`src/rtl/stream_pkg.sv`:
```
`default_nettype none
// +----------------------------------------------------------------------------+
// | Module      : stream_pkg                                                   |
// | Description : Shared constants, entry type and pointer-width helper for    |
// |               the valid/ready/last byte stream blocks.                     |
// | Revision    : 1.0 - initial release                                        |
// +----------------------------------------------------------------------------+
package stream_pkg;

    localparam int c_LEN   = 8;
    localparam int c_DEPTH = 4;

    typedef struct packed {
        logic             last;
        logic [c_LEN-1:0] data;
    } entry_t;

    // Pointer width: address bits plus one wrap bit.
    function automatic int ptr_w(input int depth);
        return $clog2(depth) + 1;
    endfunction

endpackage
`default_nettype wire

```
`src/rtl/stream_fifo_mem.sv`:
```
`default_nettype none
// +----------------------------------------------------------------------------+
// | Module      : stream_fifo_mem                                              |
// | Description : DEPTH x (LEN+1) register array, one write port and one       |
// |               asynchronous read port. Contents are intentionally unreset.  |
// | Revision    : 1.0 - initial release                                        |
// +----------------------------------------------------------------------------+
module stream_fifo_mem #(
    parameter int LEN   = 8,
    parameter int DEPTH = 4,
    parameter int AW    = $clog2(DEPTH)
) (
    input  logic          clk,
    input  logic          we,
    input  logic [AW-1:0] waddr,
    input  logic [LEN:0]  wdata,
    input  logic [AW-1:0] raddr,
    output logic [LEN:0]  rdata
);

    logic [LEN:0] r_mem [DEPTH];

    always_ff @(posedge clk) begin
        if (we) begin
            r_mem[waddr] <= wdata;
        end
    end

    assign rdata = r_mem[raddr];

endmodule
`default_nettype wire

```
`src/rtl/stream_fifo.sv`:
```
`default_nettype none
// +----------------------------------------------------------------------------+
// | Module      : stream_fifo                                                  |
// | Description : Show-ahead elastic buffer for the valid/ready/last stream.   |
// |               Optional occupancy port enabled by STREAM_FIFO_LEVEL_EN.     |
// | Revision    : 1.0 - initial release                                        |
// +----------------------------------------------------------------------------+
module stream_fifo
    import stream_pkg::*;
#(
    parameter int LEN   = c_LEN,
    parameter int DEPTH = c_DEPTH
) (
    input  logic           clk,
    input  logic           rst,
    input  logic [LEN-1:0] data_in,
    input  logic           valid_in,
    input  logic           last_in,
    output logic           ready_out,
    output logic [LEN-1:0] data,
    output logic           valid,
    output logic           last,
    input  logic           ready
`ifdef STREAM_FIFO_LEVEL_EN
    ,
    output logic [ptr_w(DEPTH)-1:0] level
`endif
);

    localparam int c_AW = $clog2(DEPTH);
    localparam int c_PW = ptr_w(DEPTH);

    logic [c_PW-1:0] r_wr_ptr;
    logic [c_PW-1:0] r_rd_ptr;
    logic            r_out_en;

    logic            w_empty;
    logic            w_full;
    logic            w_push;
    logic            w_pop;
    logic [LEN:0]    w_wr_entry;
    logic [LEN:0]    w_rd_entry;

    assign w_empty = (r_wr_ptr == r_rd_ptr);
    assign w_full  = (r_wr_ptr[c_AW] != r_rd_ptr[c_AW]) &&
                     (r_wr_ptr[c_AW-1:0] == r_rd_ptr[c_AW-1:0]);

    // Holds ready_out low during reset and releases it one edge later.
    assign ready_out = r_out_en && !w_full;
    assign valid     = !w_empty;

    assign w_push     = valid_in && ready_out;
    assign w_pop      = valid && ready;
    assign w_wr_entry = {last_in, data_in};

    always_ff @(posedge clk or negedge rst) begin
        if (!rst) begin
            r_out_en <= 1'b0;
            r_wr_ptr <= '0;
            r_rd_ptr <= '0;
        end else begin
            r_out_en <= 1'b1;
            if (w_push) begin
                r_wr_ptr <= r_wr_ptr + c_PW'(1);
            end
            if (w_pop) begin
                r_rd_ptr <= r_rd_ptr + c_PW'(1);
            end
        end
    end

    stream_fifo_mem #(
        .LEN   (LEN),
        .DEPTH (DEPTH),
        .AW    (c_AW)
    ) u_mem (
        .clk   (clk),
        .we    (w_push),
        .waddr (r_wr_ptr[c_AW-1:0]),
        .wdata (w_wr_entry),
        .raddr (r_rd_ptr[c_AW-1:0]),
        .rdata (w_rd_entry)
    );

    // Gate the unreset array so stale entries never reach the sink.
    assign {last, data} = valid ? w_rd_entry : '0;

`ifdef STREAM_FIFO_LEVEL_EN
    assign level = r_wr_ptr - r_rd_ptr;
`endif

endmodule
`default_nettype wire

```
`config.mk`:
```
export PLATFORM = sky130hd
export DESIGN_NAME = stream_fifo
export DESIGN_NICKNAME = d
export VERILOG_FILES = /design/src/rtl/stream_pkg.sv /design/src/rtl/stream_fifo_mem.sv /design/src/rtl/stream_fifo.sv
export SDC_FILE = /design/constraint.sdc
export NUM_CORES = 1
export LEC_CHECK = 0
export CAP_MARGIN = 0
export CORE_ASPECT_RATIO = 0.7
export CORE_MARGIN = 2
export CORE_UTILIZATION = 33
export CTS_CLUSTER_DIAMETER = 100
export DETAILED_ROUTE_END_ITERATION = 16
export PLACE_DENSITY = 0.63
export SLEW_MARGIN = 20
export SYNTH_ARGS = -nofsm -noshare
export SYNTH_HDL_FRONTEND = slang
export SYNTH_SLANG_ARGS = --single-unit
```
`constraint.sdc`:
```
create_clock -name clk -period 1.6 [get_ports clk]
set_input_delay 0.32 -clock clk [delete_from_list [all_inputs] [get_ports clk]]
set_output_delay 0.32 -clock clk [all_outputs]
set_load 0.005 [all_outputs]
```
After elaboration in Yosys (flattened, before gate mapping)
Memory sizes are Yosys's and may differ from the RTL's.
Cells that the tools add are included.
{"block": "op_classes", "add_sub_neg": 2, "n_eq_ne": 3, "mux": 3, "reduce_logical": 6}
{"operator": "$mux W9", "n": 1}
{"operator": "$add A3 B1 Y3 const B", "n": 2}
{"operator": "$logic_and A1 B1 Y1", "n": 4}
{"operator": "$eq A3 B3 Y1", "n": 1}
{"operator": "$eq A2 B2 Y1", "n": 1}
{"operator": "$logic_not A1 Y1", "n": 2}
{"operator": "$mux W1", "n": 2}
{"operator": "$ne A1 B1 Y1", "n": 1}
{"block": "word_totals", "ff_bits": 7, "ramBits": 36, "input_bits": 13, "out_inout_bits": 11, "elab_cells": 18, "mem_count": 1}
{"memory": "u_mem.r_mem", "words": 4, "word_bits": 9, "rd": 1, "rd_ports_with_merged_regs": 0, "write_ports": 1, "line": "stream_fifo_mem.sv:21", "source": "logic [LEN:0] r_mem [DEPTH];"}

Logic depth before layout (Yosys ltp)
{"block": "depth", "word_depth": 7, "ltp_mapped": 4, "mapped_depth_nobuf": 4}

By module
Synthesis repeated with hierarchy kept, for this count alone.
{"block": "unflattened", "cells_unflattened": 88, "area_unflattened_um2": 1761.7}
{"mod": "stream_fifo_mem", "n_inst": 1, "cells_each": 51, "area_per_inst_um2": 1331.3}
{"mod": "stream_fifo", "n_inst": 1, "cells_each": 37, "area_per_inst_um2": 430.4}

Worst setup path after synthesis
Ideal clock, no wire load.
{"block": "synth_timing", "path_kind": "reg2reg", "startpoint": "reg r_wr_ptr[0]", "endpoint": "mem u_mem.r_mem[3][0] (netlist name), enable pin", "setup_time_ns": 0.381, "arrival_ns": 1.246, "required_time_ns": 1.219, "slack_ns": -0.026, "path_stages_with_launch": 3, "period_less_slack_ns": 1.626, "path_cell_list": "dfrtp_1 xnor2_1 a31oi_1"}
{"block": "synth_via", "elab_chain_len": 7}
{"element": "start: declaration", "line": "stream_fifo.sv:33", "source": "logic [c_PW-1:0] r_wr_ptr;"}
{"element": "start signal: assignment", "line": "stream_fifo.sv:64", "source": "r_wr_ptr <= r_wr_ptr + c_PW'(1);"}
{"element": "$eq A2 B2 Y1", "line": "stream_fifo.sv:46", "source": "(r_wr_ptr[c_AW-1:0] == r_rd_ptr[c_AW-1:0]);"}
{"element": "$logic_and A1 B1 Y1", "line": "stream_fifo.sv:45", "source": "assign w_full = (r_wr_ptr[c_AW] != r_rd_ptr[c_AW]) &&"}
{"element": "$logic_not A1 Y1", "line": "stream_fifo.sv:49", "source": "assign ready_out = r_out_en && !w_full;"}
{"element": "$logic_and A1 B1 Y1", "line": "stream_fifo.sv:49"}
{"element": "$logic_and A1 B1 Y1", "line": "stream_fifo.sv:52", "source": "assign w_push = valid_in && ready_out;"}
{"element": "$mux W1", "line": "stream_fifo_mem.sv:24", "source": "if (we) begin"}
{"element": "$mux W1 (implied by the code)", "line": "stream_fifo_mem.sv:25", "source": "r_mem[waddr] <= wdata;"}
{"element": "end: declaration", "line": "stream_fifo_mem.sv:21"}
Several ways; a longest one is shown, not always the timed one.

Worst setup path in the final report
{"block": "layout_timing", "startpoint": "reg r_rd_ptr[0]", "endpoint": "out last"}
{"block": "layout_via", "elab_chain_len": 2}
{"element": "start: declaration", "line": "stream_fifo.sv:34", "source": "logic [c_PW-1:0] r_rd_ptr;"}
{"element": "start signal: assignment", "line": "stream_fifo.sv:67", "source": "r_rd_ptr <= r_rd_ptr + c_PW'(1);"}
{"element": "$mem_v2 Z4 W9 or $eq A3 B3 Y1 (tied branches)"}
{"element": "$mux W9 (*)", "line": "stream_fifo.sv:86", "source": "assign {last, data} = valid ? w_rd_entry : '0;"}
{"element": "end: declaration", "line": "stream_fifo.sv:22", "source": "output logic last,"}
Every way passes the cells marked *; elsewhere a longest branch is shown, timed or not.

==> flow_summary_export.csv <==
group,metric,value,unit
global_route,grt_usage,14.59,%
power,p_seq_share,27.3,%
final_layout,insertedDiodeCount,0,
final_layout,nNetsFinal,191,
critical_path,worstSetupStartpoint,"r_rd_ptr[0]",
critical_path,cp.required,1.28,ns
yosys,synth.distinct_cells,25,
die,core_area,0.005313,sq mm
die,die_h,66.36,microns
yosys,ys.flop_type,"edfxtp_1",
power,switching_share,32.96,%
sta,finalSetupViolCount,49,
die,io_pins,24,
sta,finalSetupTns,-14.15,ns
placed_design,place.gp.congestion,0.6992,
final_layout,layout-drive-gt1-share,56.32,%
cts,path_clk_slew,0.08,ns
yosys,synth_nets,115,
critical_path,startpoint_type,"flip-flop",
final_layout,fin_cells,246,
global_route,grtUsageMet2,23.28,%
global_route,antenna_found_initial,0,
status,status,"finished with violations",
die,num_rows,22,
power,cellPowerDensity,2015,mW/mm^2
global_route,grt_pass1_vias,1216,
status,violations,"negative setup slack",
drt,drcViolationCount,0,
yosys,synthCells,97,
global_route,met3_usage,4.903,%
drt,drt-pass1-iter-count,4,
cts,insertion_delay,0.30,ns
placed_design,dp_cells,217,
global_route,busiest_layer,"met2",
yosys,synth-edff-count,36,
power,ir_drop,0.7645,mV
critical_path,rr_endpoint,"u_mem.r_mem[2][7]",
cts,cts_sinks,43,
global_route,overflow,0,
min_path,hp-class,"in -> async",
yosys,mappedNetlistArea,0.001833,sq mm
sta,fmax,501.4,MHz
power,total_leakage_power,1.076,nW
critical_path,reg2reg_from,"r_rd_ptr[0]",
cts,clockBufferDepth,2,
critical_path,reg2reg_slack,-0.32,ns
critical_path,worstPathMaxFanout,4,
sta,fin_crit_sh,124.7,%
yosys,ys_seq_area_share,68.53,%
yosys,synthArstFlopShare,16.28,%
sta,drv_slew,0,
final_layout,layout_commonest_cell,"edfxtp_1",
die,initial_core_util,34.50,%
sta,fin_skew,0.009621,ns
yosys,synth.avg_cell_area,18.90,sq um
run,drv_cap,0,
final_layout,final_cell_mix,"36 x edfxtp_1, 23 x buf_6, 21 x buf_4",
power,p_int,3.769,mW
sta,rsz0062_at_grt,"true",
final_layout,fillers,436,
cts,cts_root_buf,"clkbuf_8",
placed_design,place_hpwl,2494,microns
drt,first_iter_violations,92,
final_layout,regArea,0.001257,sq mm
die,die_w,93.08,microns
power,p_clk_share,11.6,%
critical_path,cp-end-kind,"output pin",
drt,post_drt_via_cell_ratio,4.565,
drt,wire_per_inst,16.29,microns
placed_design,port_buffers,23,
final_layout,multi_input_area,715.7,sq um
drt,antenna_left,0,
power,power.switching,1.853,mW
global_route,grt_max_degree,14,
critical_path,path_class,"reg -> out",
drt,num_vias,1123,
global_route,grt_pass1_wl,6334,microns
critical_path,r2r.worst_path.cells,8,
power,pwr-share-comb,61.0,%
yosys,yosysWarnings,0,
global_route,grtUsageMet1,17.72,%
drt,wirelength,4008,microns
die,die-area,0.006176,sq mm
critical_path,worst_ep_arrival_time,1.67,ns
cts,htreeDepth,2,
sta,hold_viol,0,
critical_path,crit_end,"last",
cts,cts_hold_buf,0,
final_layout,syn_to_final_growth,52.22,%
sta,period_minus_slack,1.994,ns
sta,fin_ws,-0.3944,ns
cts,cts_tree,"built",
yosys,yosys_register_bits,43,
cts,numCtsBuffers,5,
power by group through the flow:
stage | Clock (mW) | Sequential (mW) | Combinational, mW
finish | 0.654 | 1.54 | 3.43
global route | 0.730 | 1.56 | 3.69
CTS | 0.677 | 1.53 | 3.00
detailed placement | 0 | 1.53 | 2.51
global placement | 0 | 1.53 | 2.46
floorplan | 0 | 1.55 | 1.10
logic make-up after synthesis:
family	synth area share, %
adders and majority gates	3.413
buffers and inverters	1.501
DFF	68.53
AOI/OAI and AO/OA	3.959
other	0.2046
and+or+nand+nor	5.665
xor gates and xnor gates	4.232
muxes	12.49
sequential cells by signal (all words and copies together), names as in the netlist:
| signal | cells |
|---|---|
| u_mem.r_mem | 36 |
| r_wr_ptr | 3 |
| r_rd_ptr | 3 |
| r_out_en | 1 |
worst min-delay path by stage:
stage                     slack, ns          end  cells after the start
after floorplan                0.02     r_out_en                      0
after global placement         0.61     r_out_en                      1
after detailed placement       0.60  r_rd_ptr[2]                      2
after CTS                      0.29     r_out_en                      1
after global routing           0.31     r_out_en                      1
final                          0.28     r_out_en                      1
layer usage:
metal  vias up  wire length (microns)  part of all wire (%)
li1        529                      -                     -
met4         0                    108                   2.7
met1       558                   1793                    45
met2        24                   1883                    47
met5         -                      0                     0
met3        12                    222                   5.5
critical path, cell delays in order, from the launching register on:
cell     delay, ns
dfrtp_1       0.39
buf_6         0.15
buf_6         0.11
mux4_2        0.48
nor2b_4       0.14
buf_2         0.12
cell type report:
cell class | count | area share [%]
well taps | 72 | 3.229
clock buffers | 6 | 2.601
repair buffers | 68 | 22.47
clock inverters | 2 | 0.4484
inverters | 4 | 0.5381
flip-flops and latches | 43 | 45.07
multi-input cells | 51 | 25.65
stage by stage:
step	setup WS (ns)	area, sq um	util (%)	total power [mW]	hold slack [ns]
6_report	-0.3944	2790	52.52	5.623	0.2832
5_1_grt	-0.4650	2790	52.52	5.979	0.3081
4_1_cts	-0.3828	2658	50.02	5.210	0.2904
3_5_place_dp	-0.3633	2375	44.70	4.037	0.6045
3_3_place_gp	-0.3641	2375	44.70	3.982	0.6053
2_1_floorplan	0.02497	1839	-	2.652	0.02441
cells in the mapped netlist, types with 2 or more instances:
master | count | share of area, %
a31oi_1 | 2 | 0.68
and2_2 | 3 | 1.2
dfrtp_1 | 7 | 9.6
edfxtp_1 | 36 | 59
ha_1 | 5 | 3.4
inv_1 | 4 | 0.82
mux4_2 | 9 | 11
nor2b_1 | 9 | 3.1
xnor2_1 | 5 | 2.4
xor2_1 | 2 | 0.96
what timing repair did:
item / in CTS / in global routing
cloned: 3 / 0
pin swaps: 8 / 5
endpoints found under the setup margin: 49 / 51
buffers inserted: 16 / 3
hold endpoints to repair: 0 / 0
gates resized for setup: 71 / 20
Note: power is estimated with default switching activity, not from simulation.
